==> src/rtl/or1300_pkg.sv <==
// Shared definitions for the OR1300 logic/extend datapath: register index
// width and the control codes understood by the logic unit.
package or1300_pkg;

    // Register-file index width.
    localparam int unsigned REG_ADDR_WIDTH = 5;

    // Width of the logic/extend control code.
    localparam int unsigned CTRL_WIDTH = 3;

    // Width of the data path.
    localparam int unsigned DATA_WIDTH = 32;

    // Logic/extend unit control codes.
    typedef enum logic [CTRL_WIDTH-1:0] {
        CtrlPass   = 3'b000,
        CtrlAnd    = 3'b001,
        CtrlOr     = 3'b010,
        CtrlXor    = 3'b011,
        CtrlSext16 = 3'b100,
        CtrlSext8  = 3'b101,
        CtrlZext16 = 3'b110,
        CtrlZext8  = 3'b111
    } ctrl_e;

endpackage

==> src/rtl/operand_forward.sv <==
// Per-operand resolution mux for the held instruction in the operand stage.
// Priority: immediate/bypass > index 0 (reads zero) > mem result > wb result
// > held value. Forwarding paths are removed when FORWARD_EN is 0.
module operand_forward
    import or1300_pkg::*;
#(
    parameter int unsigned REG_ADDR_WIDTH_P = or1300_pkg::REG_ADDR_WIDTH,
    parameter bit          FORWARD_EN       = 1'b1
) (
    input  logic [REG_ADDR_WIDTH_P-1:0] i_src,
    input  logic                        i_bypass,
    input  logic [DATA_WIDTH-1:0]       i_held,
    input  logic                        i_mem_we,
    input  logic [REG_ADDR_WIDTH_P-1:0] i_mem_dest,
    input  logic [DATA_WIDTH-1:0]       i_mem_data,
    input  logic                        i_wb_we,
    input  logic [REG_ADDR_WIDTH_P-1:0] i_wb_dest,
    input  logic [DATA_WIDTH-1:0]       i_wb_data,
    output logic [DATA_WIDTH-1:0]       o_operand
);

    logic w_src_zero;
    logic w_mem_hit;
    logic w_wb_hit;

    // Match detection; index 0 is never forwarded.
    always_comb begin
        w_src_zero = (i_src == '0);
        w_mem_hit  = FORWARD_EN && i_mem_we && !w_src_zero && (i_mem_dest == i_src);
        w_wb_hit   = FORWARD_EN && i_wb_we  && !w_src_zero && (i_wb_dest  == i_src);
    end

    // Priority select of the resolved operand value.
    always_comb begin
        o_operand = i_held;
        if (i_bypass) begin
            o_operand = i_held;
        end else if (w_src_zero) begin
            o_operand = '0;
        end else if (w_mem_hit) begin
            o_operand = i_mem_data;
        end else if (w_wb_hit) begin
            o_operand = i_wb_data;
        end
    end

endmodule

==> src/rtl/alu_operand_stage.sv <==
// Operand stage in front of the logic/extend unit: a single-entry pipeline
// register with valid/ready handshakes on both sides.
// Build option: OR1300_OPERAND_FORWARD_EN. When defined, held operands are
// corrected from the mem/wb results and decode never stalls. When undefined,
// no forwarding is done and decode stalls on any pending writer of a used
// source register.
module alu_operand_stage
#(
    parameter int unsigned REG_ADDR_WIDTH = 5
) (
    input  logic                      clock,
    input  logic                      nReset,
    // Decode side
    input  logic                      idValid,
    output logic                      idReady,
    input  logic [2:0]                idControl,
    input  logic [REG_ADDR_WIDTH-1:0] idRegA,
    input  logic [REG_ADDR_WIDTH-1:0] idRegB,
    input  logic [31:0]               idRegAData,
    input  logic [31:0]               idRegBData,
    input  logic                      idUseImm,
    input  logic [31:0]               idImmediate,
    input  logic [REG_ADDR_WIDTH-1:0] idDest,
    input  logic                      idWriteEn,
    input  logic                      flush,
    // Downstream results
    input  logic                      memWriteEn,
    input  logic [REG_ADDR_WIDTH-1:0] memDest,
    input  logic [31:0]               memData,
    input  logic                      wbWriteEn,
    input  logic [REG_ADDR_WIDTH-1:0] wbDest,
    input  logic [31:0]               wbData,
    // Execute side
    output logic                      exValid,
    input  logic                      exReady,
    output logic [2:0]                exControl,
    output logic [31:0]               exOperantA,
    output logic [31:0]               exOperantB,
    output logic [REG_ADDR_WIDTH-1:0] exDest,
    output logic                      exWriteEn
);

    import or1300_pkg::*;

`ifdef OR1300_OPERAND_FORWARD_EN
    localparam bit ForwardEn = 1'b1;
`else
    localparam bit ForwardEn = 1'b0;
`endif

    // Held instruction
    logic                      r_valid;
    ctrl_e                     r_control;
    logic [31:0]               r_op_a;
    logic [31:0]               r_op_b;
    logic [REG_ADDR_WIDTH-1:0] r_src_a;
    logic [REG_ADDR_WIDTH-1:0] r_src_b;
    logic                      r_use_imm;
    logic [REG_ADDR_WIDTH-1:0] r_dest;
    logic                      r_write_en;

    logic [31:0] w_op_a;
    logic [31:0] w_op_b;
    logic        w_hazard;
    logic        w_ready_core;
    logic        w_capture;

    operand_forward #(
        .REG_ADDR_WIDTH_P (REG_ADDR_WIDTH),
        .FORWARD_EN       (ForwardEn)
    ) u_fwd_a (
        .i_src      (r_src_a),
        .i_bypass   (1'b0),
        .i_held     (r_op_a),
        .i_mem_we   (memWriteEn),
        .i_mem_dest (memDest),
        .i_mem_data (memData),
        .i_wb_we    (wbWriteEn),
        .i_wb_dest  (wbDest),
        .i_wb_data  (wbData),
        .o_operand  (w_op_a)
    );

    operand_forward #(
        .REG_ADDR_WIDTH_P (REG_ADDR_WIDTH),
        .FORWARD_EN       (ForwardEn)
    ) u_fwd_b (
        .i_src      (r_src_b),
        .i_bypass   (r_use_imm),
        .i_held     (r_op_b),
        .i_mem_we   (memWriteEn),
        .i_mem_dest (memDest),
        .i_mem_data (memData),
        .i_wb_we    (wbWriteEn),
        .i_wb_dest  (wbDest),
        .i_wb_data  (wbData),
        .o_operand  (w_op_b)
    );

`ifdef OR1300_OPERAND_FORWARD_EN
    // Forwarding resolves every dependency, so decode never stalls.
    always_comb begin
        w_hazard = 1'b0;
    end
`else
    logic w_use_a;
    logic w_use_b;
    logic w_hit_a;
    logic w_hit_b;

    // Stall while any in-flight writer targets a used nonzero source.
    always_comb begin
        w_use_a  = (idRegA != '0);
        w_use_b  = !idUseImm && (idRegB != '0);
        w_hit_a  = (r_valid && r_write_en && (r_dest == idRegA))
                || (memWriteEn && (memDest == idRegA))
                || (wbWriteEn && (wbDest == idRegA));
        w_hit_b  = (r_valid && r_write_en && (r_dest == idRegB))
                || (memWriteEn && (memDest == idRegB))
                || (wbWriteEn && (wbDest == idRegB));
        w_hazard = (w_use_a && w_hit_a) || (w_use_b && w_hit_b);
    end
`endif

    // Accept when the slot is empty or draining this cycle, and no hazard.
    always_comb begin
        w_ready_core = (!r_valid || exReady) && !w_hazard;
        w_capture    = idValid && w_ready_core;
        // The slot is empty during reset, so decode is always offered ready.
        idReady      = w_ready_core || !nReset;
    end

    // Pipeline register: flush > capture > drain > hold with operand refresh.
    always_ff @(posedge clock or negedge nReset) begin
        if (!nReset) begin
            r_valid    <= 1'b0;
            r_control  <= CtrlPass;
            r_op_a     <= '0;
            r_op_b     <= '0;
            r_src_a    <= '0;
            r_src_b    <= '0;
            r_use_imm  <= 1'b0;
            r_dest     <= '0;
            r_write_en <= 1'b0;
        end else if (flush) begin
            r_valid <= 1'b0;
        end else if (w_capture) begin
            r_valid    <= 1'b1;
            r_control  <= ctrl_e'(idControl);
            r_op_a     <= idRegAData;
            r_op_b     <= idUseImm ? idImmediate : idRegBData;
            r_src_a    <= idRegA;
            r_src_b    <= idRegB;
            r_use_imm  <= idUseImm;
            r_dest     <= idDest;
            r_write_en <= idWriteEn;
        end else if (r_valid) begin
            if (exReady) begin
                r_valid <= 1'b0;
            end else begin
                // Latch the resolved values so a forward seen while stalled
                // survives after the producer retires.
                r_op_a <= w_op_a;
                r_op_b <= w_op_b;
            end
        end
    end

    // Execute-side outputs.
    always_comb begin
        exValid    = r_valid;
        exControl  = r_control;
        exOperantA = w_op_a;
        exOperantB = w_op_b;
        exDest     = r_dest;
        exWriteEn  = r_write_en;
    end

endmodule

==> config.mk <==
export PLATFORM = sky130hd
export DESIGN_NAME = alu_operand_stage
export DESIGN_NICKNAME = d
export VERILOG_FILES = /design/src/rtl/or1300_pkg.sv /design/src/rtl/operand_forward.sv /design/src/rtl/alu_operand_stage.sv
export SDC_FILE = /design/constraint.sdc
export NUM_CORES = 1
export LEC_CHECK = 0
export ABC_AREA = 1
export CAP_MARGIN = 20
export CORE_MARGIN = 2
export CORE_UTILIZATION = 24
export DETAILED_ROUTE_END_ITERATION = 10
export PLACE_DENSITY = 0.5
export RECOVER_POWER = 50
export SYNTH_ARGS = -nofsm -noshare
export SYNTH_HDL_FRONTEND = slang
export SYNTH_SLANG_ARGS = --single-unit
==> constraint.sdc <==
create_clock -name clock -period 2.32 [get_ports clock]
set_input_delay 0.464 -clock clock [delete_from_list [all_inputs] [get_ports clock]]
set_output_delay 0.464 -clock clock [all_outputs]
set_load 0.02 [all_outputs]
Yosys cells after proc, flatten, opt, wreduce, memory -nomap -nowiden
Cells that the tools add are included.
- register bits after elaboration: 85
- output and inout bits: 75
- bitwise operators: 1
- eq/ne operators: 7
- muxes and demuxes: 14
- reductions and logical operators: 30
- operators with widths (cell ; number):
    $mux 32 ; 10
    $eq 5x5->1 ; 6
    $logic_and 1x1->1 ; 12
    $logic_not 5->1 ; 2
    $reduce_bool 5->1 ; 2
    $logic_or 1x1->1 ; 7
    $logic_not 1->1 ; 4
    $mux 1 ; 4
    $reduce_and 3->1 ; 1
    $ne 2x1->1 const B ; 1
    $reduce_and 2->1 ; 1
    $reduce_bool 2->1 ; 1
    $not 1->1 ; 1

Longest topological paths before layout
Gate-level depths: netlist of run 1.
- word-level depth: 11
- gate-level depth with buffers: 14

By module
Synthesis of run 1 repeated with hierarchy kept, for this count alone.
- cell total of the unflattened synthesis: 887
- area, all modules: 5925.7 sq um
- by module, submodules not included (module ; area an instance (sq um) ; cells an instance ; instances ; seq. area each (sq um)):
    alu_operand_stage ; 5310.1 ; 745 ; 1 ; 2127.0
    operand_forward ; 307.8 ; 71 ; 2 ; 0.0

Worst setup path before layout of run 1
No wires, ideal clock.
- path kind: input to output
- start point: in memDest[0]
- end point: out idReady
- stages: 9
- arrival time: 1.528 ns
- required time: 1.856 ns
- setup slack: 0.328 ns
- path buffers: 0
- cell sequence: inv_1 > nand2_1 > o21ai_1 > nor2_1 > nand3_1 > nand3_1 > nand2_2 > nand2_1 > o21ai_0
- word-level cells in the longest chain between the ends: 9
- ends and longest elaborated chain (what ; line ; text):
    from (decl) ; alu_operand_stage.sv:28 ; input logic [REG_ADDR_WIDTH-1:0] memDest,
    $eq 5x5->1 (on tied branches) ; alu_operand_stage.sv:116, alu_operand_stage.sv:119 ;
    $logic_and 1x1->1 (on tied branches) ; alu_operand_stage.sv:116, alu_operand_stage.sv:119 ;
    $logic_or 1x1->1 (on tied branches) ; alu_operand_stage.sv:116, alu_operand_stage.sv:119 ;
    $logic_or 1x1->1 (on tied branches) ; alu_operand_stage.sv:117, alu_operand_stage.sv:120 ;
    $logic_and 1x1->1 ; alu_operand_stage.sv:121 ; w_hazard = (w_use_a && w_hit_a) || (w_use_b && w_hit_b);
    $logic_or 1x1->1 (*) ; alu_operand_stage.sv:121 ;
    $logic_not 1->1 (*) ; alu_operand_stage.sv:127 ; w_ready_core = (!r_valid || exReady) && !w_hazard;
    $logic_and 1x1->1 (*) ; alu_operand_stage.sv:127 ;
    $logic_or 1x1->1 (*) ; alu_operand_stage.sv:130 ; idReady = w_ready_core || !nReset;
    to (decl) ; alu_operand_stage.sv:15 ; output logic idReady,
Every way passes the cells marked *; elsewhere a longest branch is shown, timed or not.

Worst setup path after layout of run 1
- start point: reg r_src_b[3]
- end point: out exOperantB[21]
- word-level cells in the longest chain between the ends: 3
- ends and longest elaborated chain (what ; line ; text):
    from (decl) ; alu_operand_stage.sv:57 ; logic [REG_ADDR_WIDTH-1:0] r_src_b;
    from (signal assigned) ; alu_operand_stage.sv:153 ; r_src_b <= idRegB;
    $logic_not 5->1 ; operand_forward.sv:28 ; w_src_zero = (i_src == '0);
    $mux 32 ; operand_forward.sv:38 ; end else if (w_src_zero) begin
    $mux 32 ; operand_forward.sv:36 ; if (i_bypass) begin
    to (decl) ; alu_operand_stage.sv:38 ; output logic [31:0] exOperantB,
Every way passes these cells.

==> run summary, run 1 <==
dpl hpwl = 13700 um
clock period minus worst slack = 2.25 ns
syn nets = 1081
final WL = 20200 um
max-slew violations = 0
max frequency = 444 MHz
post-route ant nets = 0
met1 Resource Use GR = 21.4%
final hold vios = 0
leakage power total = 5.00 nW
ANT cells = 0
detailed router's first-iteration violation count = 325
Compound-Gate Fraction of Synth Area = 2.63%
first-pass GRT wire length = 32600 um
Core Area = 24100 um2
met2 GRT Util = 25.9%
CTS tree = done
via count = 6088
number of flops mapped to enable cells by yosys = 0
final design utilization = 36.0%
Worst Setup Path Type = reg2out
port buffer count = 207
WP data arrival = 1.79 ns
clk slew on worst S/H paths = 0.06 ns
most frequent cells after synthesis = nand2_1 (481), dfrtp_1 (85), inv_1 (85), nand4_1 (64), mux2_2 (32)
Power Total = 6.28 mW
yosys warns = 0
sequential cell area = 2130 um2
M3 GR Usage = 4.03%
Multi-input gate area = 3010 um2
H-tree levels = 3
chip width = 160 um
root buf cell = clkbuf_16
Main synth FF type = dfrtp_1
Post-synth ARST share = 100%
maximum capacitance violations = 0
DRC = 0
post-DR wirelength/cell = 14.2 um
area share of and/or/nand/nor cells after synthesis = 41.6%
clock skew = 0.00611 ns
Tcrit/Tclk final = 97.1%
Bufs on Longest Clock Path = 2
Cell Rows = 57
initial antenna violation count = 0
synthesized area = 5840 um2
# setup viols final = 0
global routing's busiest layer = met2
clock latency on the worst-skew pair = 0.34 ns
die height = 160 um
vias per std cell = 4.29
Worst VDD drop = 302 uV
GP Congestion = 0.823
Startpoint Class = flip-flop
Ports = 272
DRT Pass-1 Iters = 4
Slew Limit Headroom = 12.7%
Overflow after GRT = 0
Critical Path Fanout Max = 32
area grow syn2layout = 48.6%
mux cell area share after synthesis = 6.17%
Layout Nets = 1288
ranking of synthesized cells by area = dfrtp_1 (36%), nand2_1 (31%), nand4_1 (6.9%)
largest net degree at the start of global routing = 49
outcome = finished, final reports clean
share of cells above drive strength 1 = 11.5%
largest family of logic cells by synthesized area = simple AND/OR/NAND/NOR gates
CP Capture Type = primary output
Tightest Hold Check Type = reg2reg
area leader, netlist = dfrtp_1
Yosys cell types = 28
most frequent cell after synthesis = nand2_1
Die ar. = 25600 um2
Post-Synth Adder-Cell Area = 0%
Initial Util = 24.2%
setup_tns = 0 ns
syn_area_per_cell = 6.61 um2
RSZ-0062 raised after global routing = no
synthesized flop and latch total = 85
Fill cells = 2615
number of global-route vias before repair = 5953
gr usage total = 15.9%
cells after synthesis = 884
CTS buffer count = 9
Synth Area in XOR/XNOR = 0.450%
top-area cell type share of the netlist area = 36.4%
Critical Path RT = 1.86 ns
power density cells = 724 nW/um2
Least-Margin Pin Slew = 1.31 ns
Seq/Total Area, Yosys = 36.4%
CTS sink cnt = 85
where the power goes:
group	switching, mW	internal (mW)	total [mW]	leakage [nW]
logic	1.55	1.10	2.65	3.75
registers	0.196	1.83	2.03	1.09
clock network	0.604	1.00	1.61	0.156
per-layer routing:
layer,wire [um],up-vias
met3,1280,7
met5,0,-
met1,9670,2757
met4,97,0
li1,-,3147
met2,9140,177
worst paths after layout:
kind                            start             end  slack [ns]  cells after the start
setup / recovery           r_src_b[3]  exOperantB[21]        0.07                      6
max in group asynchronous      nReset      r_op_a[29]        0.73                      2
setup reg to reg            exDest[3]      r_op_b[27]        0.29                     13
hold / removal              r_op_b[3]       r_op_b[3]        0.48                      2
min in group asynchronous      nReset       r_op_a[8]        0.67                      2
hold reg to reg             r_op_b[3]       r_op_b[3]        0.48                      2
critical path, stage by stage (launching register included):
cell and delay (ns):
dfrtp_1 0.40, nor4_2 0.28, nand2_1 0.12, buf_12 0.19
nand2_1 0.07, inv_1 0.05, dlygate4sd2_1 0.32
cells in the final DEF, fill, tap and decap left out, types with 2 or more instances in the layout:
master,instances
buf_2,2
nand3_2,2
nand2_2,4
clkbuf_8,2
clkbuf_2,8
xor2_1,3
nand3_1,7
o21ai_2,3
nand4_1,64
bufinv_16,2
clkdlybuf4s50_1,110
nor3_1,3
buf_4,29
o21ai_0,16
mux2_2,32
dfrtp_1,85
clkdlybuf4s15_1,22
inv_2,12
nor2_1,25
nand4_4,2
clkbuf_16,9
buf_8,2
dlygate4sd2_1,39
nand2_1,479
buf_12,9
inv_1,82
o21ai_1,4
clkbuf_1,4
dlymetal6s2s_1,16
a21oi_1,2
dlygate4sd3_1,9
timing repair:
action,CTS,global route
pin swaps,0,9
hold buffers,0,0
endpoints found under the setup margin,128,103
gates resized for setup,79,64
setup buffers,0,1
metrics by stage:
step / setup slack [ns] / instances / hold slack [ns] / instance area, um2
after global routing: 0.000312 / 1420 / 0.487 / 8680
after global placement: -0.611 / 1403 / 0.461 / 8350
after detailed placement: -0.616 / 1403 / 0.465 / 8350
after CTS: -0.136 / 1419 / 0.263 / 8600
after floorplan: 0.328 / 884 / 0.168 / 5840
final: 0.0670 / 1420 / 0.477 / 8680
layout make-up:
type / count / share of cell area (%)
multi-input combinational: 651 / 34.6
timing repair buffer: 250 / 28.3
sequential: 85 / 24.5
tap: 324 / 4.67
inverter: 94 / 4.06
clock buffer: 13 / 3.00
clock inverter: 3 / 0.778
flip-flops by register name (all words and copies together) (netlist names):
signal / cells
exControl: 3
exDest: 5
exValid: 1
exWriteEn: 1
r_op_a: 32
r_op_b: 32
r_src_a: 5
r_src_b: 5
r_use_imm: 1
cell families after synthesis:
logic type,after synthesis
AO/OA/AOI/OAI,27
XOR/XNOR,3
buffers and inverters,148
flip-flops,85
multiplexers,32
AND/OR/NAND/NOR,589
(Power assumes the default switching activity.)
==> inputs of run 2 (changes only) <==
--- a/config.mk
+++ b/config.mk
@@ -7,7 +7,7 @@
 export LEC_CHECK = 0
 export ABC_AREA = 1
 export CAP_MARGIN = 20
-export CORE_MARGIN = 2
+export CORE_MARGIN = 3
 export CORE_UTILIZATION = 24
 export DETAILED_ROUTE_END_ITERATION = 10
 export PLACE_DENSITY = 0.5
==> run summary, run 2 (synthesis gave the netlist of run 1 again) <==
outcome = finished, final reports clean
dpl hpwl = 13900 um (+1.6%)
CTS buffer count = 9 (unchanged)
Crit Reg-Reg Endpoint = r_op_b[14]
share of cells above drive strength 1 = 13.6% (+2.1 points)
port buffer count = 207 (unchanged)
Tcrit/Tclk final = 97.7% (+0.62 points)
root buf cell = clkbuf_16
post-DR wirelength/cell = 14.4 um (+1.3%)
first-pass GRT wire length = 32000 um (-1.8%)
Tightest Hold Check Type = reg2reg
CP Cell Sequence = clkdlybuf4s50_1, inv_1, nand2_1, o21ai_1, nor2_1, nand3_1, nand3_2, nand2_2, nand2_1, o21ai_1, buf_4
DRC = 0 (unchanged)
PnR worst setup slack = 0.0527 ns (-0.0143 ns)
CTS sink cnt = 85 (unchanged)
Fill cells = 2596 (-0.73%)
Layout Nets = 1290 (+0.16%)
sequential cell area = 2130 um2 (unchanged)
DRT Pass-1 Iters = 4 (unchanged)
power density cells = 701 nW/um2 (-3.1%)
area grow syn2layout = 46.1%
most frequent cells in the layout = nand2_1 (480), clkdlybuf4s50_1 (109), dfrtp_1 (85)
maximum capacitance violations = 0 (unchanged)
CTS tree = done
largest registers = r_op_a: 32 flops, r_op_b: 32 flops
Critical Path RT = 1.86 ns (about the same)
most common cell after layout, fill and taps aside = nand2_1
CP max-delay cell = clkdlybuf4s50_1
Overflow after GRT = 0 (unchanged)
number of global-route vias before repair = 5887 (-1.1%)
CP Capture Type = primary output
initial antenna violation count = 0 (unchanged)
Buf/Inv on CP = 3 (unchanged)
die height = 162 um (+1.2%)
leakage power total = 4.95 nW (-0.83%)
R2R Path Start = exDest[3]
Least-Margin Pin Slew = 1.24 ns (-0.0698 ns)
Critical Path Fanout Max = 4 (-88%)
post-route ant nets = 0 (unchanged)
Bufs on Longest Clock Path = 2 (unchanged)
ANT cells = 0 (unchanged)
Worst Setup Path Type = in2out
H-tree levels = 3 (unchanged)
Die ar. = 26300 um2 (+2.5%)
GP Congestion = 0.843 (+2.4%)
RSZ-0062 raised after global routing = yes
Startpoint Class = input pin
Place WS = -0.671 ns (-0.0551 ns)
chip width = 162 um (+1.2%)
# setup viols final = 0 (unchanged)
gr usage total = 15.2% (-0.68 points)
WP data arrival = 1.80 ns (about the same)
Hold Path Depth = 2 (unchanged)
R2R setup slack = 0.23 ns (-0.06 ns)
delay-heaviest family, CP = buffers and inverters
Slew Limit Headroom = 17.4% (+4.7 points)
Ports = 272 (unchanged)
detailed router's first-iteration violation count = 343 (+5.5%)
Fin Hold WS = 0.476 ns (-0.000314 ns)
Initial Util = 24.7% (+0.43 points)
Multi-input gate area = 3000 um2 (-0.42%)
clock period minus worst slack = 2.27 ns (+0.0143 ns)
clock skew = 0.00900 ns (+0.00289 ns)
Worst VDD drop = 303 uV (+0.19%)
Core Area = 23700 um2 (-1.8%)
largest net degree at the start of global routing = 86 (+76%)
clk slew on worst S/H paths = 0.06 ns (about the same)
worst hold endpoint = r_op_a[30]
HP Start = r_op_a[30]
clock latency on the worst-skew pair = 0.34 ns (about the same)
via count = 6050 (-0.62%)
vias per std cell = 4.27 (-0.34%)
setup_tns = 0 ns (unchanged)
Cell Rows = 56 (-1.8%)
max incr delay on CP = 0.45 ns (+0.05 ns)
final WL = 20400 um (+1.0%)
max frequency = 441 MHz (-0.63%)
final hold vios = 0 (unchanged)
max-slew violations = 0 (unchanged)
Worst Reg2Reg Path Length in Cells = 14 (+1)
## run 2: power breakdown
part	leakage [nW]	switching (mW)	internal (mW)	total (mW)
registers	1.09	0.196	1.83	2.03
clock network	0.125	0.594	0.719	1.31
logic	3.74	1.55	1.09	2.65
total	4.95	2.34	3.64	5.99
## run 2: metrics by stage
step	util, %	std cells	instance area, um2	power [mW]
floorplan	-	884	5840	3.61
global placement	35.3	1397	8350	4.94
detailed placement	35.3	1397	8350	4.94
CTS	36.1	1414	8560	6.12
global route	36.0	1416	8530	6.48
finish	36.0	1416	8530	5.99
## run 2: layer usage
metal	wire length [um]	track usage, %	part of all wire [%]
met1	9690	20.5	48
met2	9010	24.2	44
met3	1560	5.08	7.6
met4	133	2.21	0.65
met5	0	0	0
## run 2: worst register-to-register path, cell delays in order, from the launching register on
cell and delay [ns]:
dfrtp_1 0.45, inv_1 0.12, nand2_1 0.07, nand2_1 0.08
nor2_1 0.04, nand3_1 0.08, nand3_2 0.07, buf_4 0.15
a21oi_4 0.16, buf_12 0.14, nand4_4 0.07, nand2_2 0.10
clkbuf_4 0.34, nand2_1 0.11, nand2_1 0.06
## run 2: layout make-up
cell class | instances | share of cell area [%]
Clock buffer | 11 | 2.73
Clock inverter | 4 | 0.308
Timing Repair Buffer | 252 | 28.1
Multi-Input combinational cell | 651 | 35.1
Tap cell | 319 | 4.68
Inverter | 94 | 4.13
Sequential cell | 85 | 24.9
## run 2: worst max-delay path by stage
stage	slack, ns	cells after the start	from	end
floorplan	0.33	9	memDest[0]	idReady
global placement	-0.71	11	idRegB[3]	idReady
detailed placement	-0.67	11	idRegB[3]	idReady
CTS	-0.07	10	memDest[3]	idReady
global route	-0.06	10	exDest[3]	idReady
finish	0.05	11	memDest[0]	idReady
## run 2: repair_timing
| item | 4_1_cts | 5_1_grt |
|---|---|---|
| hold buffers | 0 | 0 |
| resized for setup | 84 | 104 |
| pin swaps | 1 | 5 |
| buffers inserted | 2 | 1 |
| gates cloned | 0 | 1 |
| setup endpoints to repair | 129 | 112 |
